File: config.mk
export PLATFORM = sky130hd
export DESIGN_NAME = frame_buffer_arbiter
export DESIGN_NICKNAME = d
export VERILOG_FILES = /design/src/rtl/frame_buffer_arbiter_pkg.sv /design/src/rtl/frame_buffer_bank_port.sv /design/src/rtl/frame_buffer_arbiter.sv
export SDC_FILE = /design/constraint.sdc
export NUM_CORES = 1
export LEC_CHECK = 0
export ABC_AREA = 1
export CAP_MARGIN = 20
export CORE_AREA = 2 2 219 221
export CTS_CLUSTER_SIZE = 14
export DETAILED_ROUTE_END_ITERATION = 8
export DIE_AREA = 0 0 221 223
export HOLD_SLACK_MARGIN = 0.1
export PLACE_DENSITY = 0.63
export SLEW_MARGIN = 0
export SYNTH_ARGS = -nofsm -noshare
export SYNTH_HDL_FRONTEND = slang
export SYNTH_SLANG_ARGS = --single-unit
File: constraint.sdc
create_clock -name clock -period 2.5 [get_ports clock]
set_input_delay 0.625 -clock clock [delete_from_list [all_inputs] [get_ports clock]]
set_output_delay 0.625 -clock clock [all_outputs]
set_load 0.02 [all_outputs]
File: src/rtl/frame_buffer_arbiter_pkg.sv
// frame_buffer_arbiter_pkg: shared client ordinals, size defaults and read-tag type.
package frame_buffer_arbiter_pkg;
    typedef enum logic [2:0] {NTSC, VGA, LPF, PTF} client_e;
    typedef enum logic {RUN, DRAIN} state_e;
    localparam int CID_W = 3;
    localparam int DEF_BUF_W = 2;
    localparam int DEF_IMAGE_WORDS = 76800;
    localparam int DEF_ADDR_W = 19;
    localparam int DEF_DATA_W = 36;
    typedef struct packed {
        logic             valid;
        logic [CID_W-1:0] id;
    } tag_t;
endpackage

File: src/rtl/frame_buffer_bank_port.sv
// frame_buffer_bank_port: one SRAM bank's arbiter, address mux and read-tag pipeline.
// RR_ARB_EN selects round-robin arbitration; otherwise lowest index wins.
module frame_buffer_bank_port import frame_buffer_arbiter_pkg::*; #(
    parameter int NUM_CLIENTS  = 4,
    parameter int ADDR_W       = DEF_ADDR_W,
    parameter int DATA_W       = DEF_DATA_W,
    parameter int READ_LATENCY = 2
) (
    input  logic                          clock,
    input  logic                          reset,
    input  logic [NUM_CLIENTS-1:0]        eligible,
    input  logic [NUM_CLIENTS-1:0]        wr,
    input  logic [NUM_CLIENTS*ADDR_W-1:0] addr,
    input  logic [NUM_CLIENTS*DATA_W-1:0] wdata,
    output logic [NUM_CLIENTS-1:0]        grant,
    output logic [ADDR_W-1:0]             mem_addr,
    output logic [DATA_W-1:0]             mem_wdata,
    output logic                          mem_we,
    output tag_t                          tag_out,
    output logic                          busy
);
    logic             found;
    logic [CID_W-1:0] sel;
    logic             wr_sel;
    tag_t             pipe [READ_LATENCY];

`ifdef RR_ARB_EN
    logic [CID_W-1:0] last, low, up;
    logic             up_found;
    // Prefer the lowest eligible index above the last winner, else wrap to the lowest.
    always_comb begin
        found = 1'b0;
        low = '0;
        up_found = 1'b0;
        up = '0;
        for (int i = NUM_CLIENTS-1; i >= 0; i--) begin
            if (eligible[i]) begin
                found = 1'b1;
                low = CID_W'(i);
            end
            if (eligible[i] && CID_W'(i) > last) begin
                up_found = 1'b1;
                up = CID_W'(i);
            end
        end
        sel = up_found ? up : low;
    end

    always_ff @(posedge clock or negedge reset)
        if (!reset) last <= CID_W'(NUM_CLIENTS-1);
        else if (found) last <= sel;
`else
    always_comb begin
        found = 1'b0;
        sel = '0;
        for (int i = NUM_CLIENTS-1; i >= 0; i--)
            if (eligible[i]) begin
                found = 1'b1;
                sel = CID_W'(i);
            end
    end
`endif

    always_comb begin
        grant = '0;
        mem_addr = '0;
        mem_wdata = '0;
        mem_we = 1'b0;
        wr_sel = 1'b0;
        for (int i = 0; i < NUM_CLIENTS; i++) begin
            grant[i] = found && sel == CID_W'(i);
            if (grant[i]) begin
                mem_addr = addr[i*ADDR_W +: ADDR_W];
                mem_wdata = wdata[i*DATA_W +: DATA_W];
                mem_we = wr[i];
                wr_sel = wr[i];
            end
        end
    end

    always_ff @(posedge clock or negedge reset)
        if (!reset) begin
            for (int i = 0; i < READ_LATENCY; i++) pipe[i] <= '0;
        end else begin
            pipe[0] <= '{valid: found && !wr_sel, id: sel};
            for (int i = 1; i < READ_LATENCY; i++) pipe[i] <= pipe[i-1];
        end

    always_comb begin
        busy = 1'b0;
        for (int i = 0; i < READ_LATENCY; i++) busy = busy | pipe[i].valid;
    end

    assign tag_out = pipe[READ_LATENCY-1];
endmodule

File: src/rtl/frame_buffer_arbiter.sv
// frame_buffer_arbiter: maps NUM_CLIENTS rotating frame buffers onto two ZBT banks.
// RR_ARB_EN (in frame_buffer_bank_port) switches both banks to round-robin arbitration.
module frame_buffer_arbiter import frame_buffer_arbiter_pkg::*; #(
    parameter int NUM_CLIENTS  = 4,
    parameter int ADDR_W       = DEF_ADDR_W,
    parameter int DATA_W       = DEF_DATA_W,
    parameter int OFF_W        = 17,
    parameter int IMAGE_WORDS  = DEF_IMAGE_WORDS,
    parameter int READ_LATENCY = 2,
    localparam int BUF_W       = $clog2(NUM_CLIENTS)
) (
    input  logic                          clock,
    input  logic                          reset,
    input  logic                          frame_flag,
    output logic                          frame_pending,
    input  logic [NUM_CLIENTS-1:0]        req,
    input  logic [NUM_CLIENTS-1:0]        wr,
    input  logic [NUM_CLIENTS*OFF_W-1:0]  offset,
    input  logic [NUM_CLIENTS*DATA_W-1:0] wdata,
    output logic [NUM_CLIENTS-1:0]        grant,
    output logic [NUM_CLIENTS-1:0]        rvalid,
    output logic [NUM_CLIENTS*DATA_W-1:0] rdata,
    output logic [ADDR_W-1:0]             mem0_addr,
    output logic [ADDR_W-1:0]             mem1_addr,
    output logic [DATA_W-1:0]             mem0_wdata,
    output logic [DATA_W-1:0]             mem1_wdata,
    output logic                          mem0_we,
    output logic                          mem1_we,
    input  logic [DATA_W-1:0]             mem0_rdata,
    input  logic [DATA_W-1:0]             mem1_rdata,
    output logic [NUM_CLIENTS*BUF_W-1:0]  buf_map,
    output logic                          range_err
);
    state_e                        state, state_d;
    logic [BUF_W-1:0]              map [NUM_CLIENTS];
    logic [NUM_CLIENTS-1:0]        in_range, elig0, elig1, g0, g1, hit0, hit1;
    logic [NUM_CLIENTS*ADDR_W-1:0] caddr;
    logic                          run, busy0, busy1, rotate;
    tag_t                          t0, t1;

    // Gating with reset keeps grants and bank outputs quiet while reset is held.
    assign run = state == RUN && reset;
    assign rotate = state == DRAIN && !busy0 && !busy1;
    assign frame_pending = state == DRAIN;
    assign grant = g0 | g1;

    always_comb begin
        state_d = state == RUN ? (frame_flag ? DRAIN : RUN) : (rotate ? RUN : DRAIN);
    end

    always_comb begin
        caddr = '0;
        in_range = '0;
        elig0 = '0;
        elig1 = '0;
        buf_map = '0;
        hit0 = '0;
        hit1 = '0;
        for (int c = 0; c < NUM_CLIENTS; c++) begin
            in_range[c] = 32'(offset[c*OFF_W +: OFF_W]) < 32'(IMAGE_WORDS);
            caddr[c*ADDR_W +: ADDR_W] = ADDR_W'(32'(map[c] >> 1) * 32'(IMAGE_WORDS))
                                      + ADDR_W'(offset[c*OFF_W +: OFF_W]);
            elig0[c] = run && req[c] && in_range[c] && !map[c][0];
            elig1[c] = run && req[c] && in_range[c] && map[c][0];
            buf_map[c*BUF_W +: BUF_W] = map[c];
            hit0[c] = t0.valid && t0.id == CID_W'(c);
            hit1[c] = t1.valid && t1.id == CID_W'(c);
        end
    end

    frame_buffer_bank_port #(
        .NUM_CLIENTS(NUM_CLIENTS), .ADDR_W(ADDR_W), .DATA_W(DATA_W), .READ_LATENCY(READ_LATENCY)
    ) u_bank0 (
        .clock(clock), .reset(reset), .eligible(elig0), .wr(wr), .addr(caddr), .wdata(wdata),
        .grant(g0), .mem_addr(mem0_addr), .mem_wdata(mem0_wdata), .mem_we(mem0_we),
        .tag_out(t0), .busy(busy0)
    );

    frame_buffer_bank_port #(
        .NUM_CLIENTS(NUM_CLIENTS), .ADDR_W(ADDR_W), .DATA_W(DATA_W), .READ_LATENCY(READ_LATENCY)
    ) u_bank1 (
        .clock(clock), .reset(reset), .eligible(elig1), .wr(wr), .addr(caddr), .wdata(wdata),
        .grant(g1), .mem_addr(mem1_addr), .mem_wdata(mem1_wdata), .mem_we(mem1_we),
        .tag_out(t1), .busy(busy1)
    );

    always_ff @(posedge clock or negedge reset)
        if (!reset) begin
            state <= RUN;
            for (int c = 0; c < NUM_CLIENTS; c++) map[c] <= BUF_W'(c);
        end else begin
            state <= state_d;
            if (rotate)
                for (int c = 0; c < NUM_CLIENTS; c++) map[c] <= map[(c+1) % NUM_CLIENTS];
        end

    always_ff @(posedge clock or negedge reset)
        if (!reset) range_err <= 1'b0;
        else if (|(req & ~in_range)) range_err <= 1'b1;

    always_ff @(posedge clock or negedge reset)
        if (!reset) begin
            rvalid <= '0;
            rdata <= '0;
        end else begin
            rvalid <= hit0 | hit1;
            for (int c = 0; c < NUM_CLIENTS; c++) begin
                if (hit0[c]) rdata[c*DATA_W +: DATA_W] <= mem0_rdata;
                if (hit1[c]) rdata[c*DATA_W +: DATA_W] <= mem1_rdata;
            end
        end
endmodule

==> metrics.txt <==
register area share after synthesis 37.5%; share of layout cells above drive strength 1 26.8%; full die area approximately 49,000 sq um; final setup fails roughly 110; Synth cell types 40; Crit path arrival time 2.69 ns; max cap viols 0; prevailing post-synth register cell dfrtp_1; # port buffers 566; Synth area leader dfrtp_1; CP startpoint kind flip-flop; synthesized area about 11,000 sq um; via count 16,272; Fmax achieved 301 MHz; cells along the critical path ha_4 -> inv_2 -> fa_2 -> o21ai_4 -> nand2_1 -> xnor2_1 -> buf_4 -> nand2_1 -> nand4_1 -> buf_6; drt pass-1 iters 6; clock skew around 0.009 ns; clk_lat worst skew between 0.4 and 0.5 ns; setup slack at placement -1.41 ns; Hold Buf Count CTS 0; CP most frequent cell nand2_1; Worst setup EP type output port; worst r2r src frame_pending; status finished, violations left; CORE AREA 47,100 sq um; I/O pins 569; Post-Syn Area per Cell 6.68 sq um; cells on worst reg2reg path 15; TritonCTS clock tree built; Final Max Slew Viols 0; async set-or-reset flop fraction in the synthesized netlist 100%; GR peak layer met2; DRT iter0 DRCs 1,947; root buf cell clkbuf_16; GR Util All Layers 29.0%; clock-pin slew on the worst setup and hold paths about 0.070 ns; area grow syn2layout 96.0%; clock sinks 170; reg2reg end u_bank0.pipe[7]; Hold Fails Final Rpt 0; GR Util met3 7.61%; nets 2,750; worst vdd ir 0.000668 V; row cnt 80; first-pass GRT wire length 107 mm; CTS Buffer Depth 2; Routed WL 75.0 mm; number of global-route vias before repair roughly 16,000; CP max stage delay just over 0.6 ns; count leader, synth nand2_1; grt ovf 0; pin count of the biggest net entering global routing approximately 130; flop-to-flop setup slack 0.25 ns; initial antenna violation count 20; Worst Path Max Fanout 3; Slowest-stage cell, CP dfstp_2; failing checks setup timing; met2 Track Usage GR 49.7%; met1 usage ~30%; cell family with most CP delay flip-flops; Final period util 133%; vias per cell 5.27; setup repair after global routing missed its margin yes; worst hold slack 0.304 ns; Slew Limit Headroom 42.8%; CTS buffer count 17; EDFF count, synth 0; worst-margin pin slew 0.856 ns; chip width between 200 and 250 um; area share of the largest cell type after synthesis between 30% and 40%; P_leak approximately 10 nW; Post-synth top cells nand2_1, o21ai_0, dfrtp_1; Final Util 47.2%; dpl hpwl 52.6 mm; cells after synthesis 1,697; htree depth 4; flops & latches, synth 170; Residual DRC 0; Power Dens Cells 834 nW/um^2; Post-DRT Antenna Nets 0; Tmin final 3.32 ns; fillers 4,593; top cells by area, synth dfrtp_1, nand2_1, o21ai_0; synth warn 0; Worst Hold Class input pin to asynchronous set/reset pin; gp weighted congestion about 1; Buf/Inv on CP 3; worst setup path class flip-flop to output port; Initial Utilization about a quarter; WP data required 1.88 ns; die height 223 um; Final WS setup -0.817 ns; drt wl/cell around 24 um
## state kept, by name, summed over array words and instances, names as in the netlist
| register | flops |
|---|---|
| rdata | 144 |
| buf_map | 8 |
| rvalid | 4 |
| u_bank0.pipe | 3 |
| u_bank0.tag_out | 3 |
| u_bank1.pipe | 3 |
| u_bank1.tag_out | 3 |
| frame_pending | 1 |
| range_err | 1 |
## worst reg2reg max path: cells and delay by family (launching register included)
kind,cells,cell delay [ns]
buffers and inverters,7,0.84
flip-flops,1,0.39
AND/OR/NAND/NOR,8,0.95
## cell families (layout without fill, tap and decap cells)
logic type	after synthesis	in the layout	synth area share, %
XOR/XNOR	16	16	1.24
adder cells (fa/ha/maj)	20	20	2.47
flip-flops	170	170	37.5
AND/OR/NAND/NOR	956	956	36.1
AO/OA/AOI/OAI	317	317	14.6
other	1	24	0.0331
buffers and inverters	217	967	7.93
## final cells by class
type | count | area, sq um | area share (%)
Antenna cell | 22 | 55.1 | 0.248
Inverter | 107 | 442 | 1.99
Timing Repair Buffer | 828 | 9040 | 40.7
Multi-Input combinational cell | 1311 | 7130 | 32.1
Tap cell | 615 | 769 | 3.46
Sequential cell | 170 | 4260 | 19.2
Clock inverter | 11 | 88.8 | 0.400
Clock buffer | 21 | 450 | 2.03
## worst max-delay path by stage
stage / start / endpoint / slack, ns / cells after the start
after global routing: buf_map[7] / mem1_addr[16] / -0.86 / 10
final: buf_map[7] / mem1_addr[16] / -0.82 / 10
after global placement: offset[27] / mem0_addr[16] / -1.42 / 12
after detailed placement: offset[27] / mem0_addr[16] / -1.41 / 12
after CTS: frame_pending / mem0_wdata[30] / -0.70 / 13
after floorplan: offset[27] / mem0_addr[16] / -0.07 / 10
## stage by stage
step	TNS [ns]	std cells	cell area (sq um)	total power, W
2_1_floorplan	-0.127	1698	11400	0.00910
3_3_place_gp	-136.16	2919	18800	0.0147
6_report	-62.97	3085	22200	0.0185
4_1_cts	-65.61	3057	21700	0.0183
3_5_place_dp	-134.60	2919	18800	0.0148
5_1_grt	-73.04	3082	22200	0.0195
## per-layer routing
layer / wire length (um) / part of all wire, %
met1: 25400 / 34
met2: 36600 / 49
met4: 6540 / 8.7
met5: 0 / 0
met3: 6480 / 8.6
## power by group
group / internal, W / switching [W] / total [W]
Combinational: 0.00518 / 0.00606 / 0.0112
Clock: 0.00131 / 0.00120 / 0.00252
Sequential: 0.00399 / 0.000788 / 0.00478
Total: 0.0105 / 0.00805 / 0.0185
## timing repair
item / CTS / global route
gates cloned: 25 / 2
pin swaps: 111 / 83
endpoints found under the setup margin: 116 / 115
resized for setup: 820 / 142
setup buffers: 89 / 11
## placed cells by master, fill, tap and decap left out, types with 22 or more instances in the layout
cell             netlist  layout
dfrtp_1              166     165
buf_16                 0      24
o21ai_0              276     268
clkdlybuf4s50_1        0     418
inv_1                 93      85
nand3_1              123      96
diode_2                0      22
buf_12                 0      47
buf_4                 14     142
nand4_1              106     106
nand3_2                2      25
nand2_1              665     535
nand2_2                2     116
nor2_1                39      27
buf_6                  1     140
Note: power is estimated with default switching activity, not from simulation.
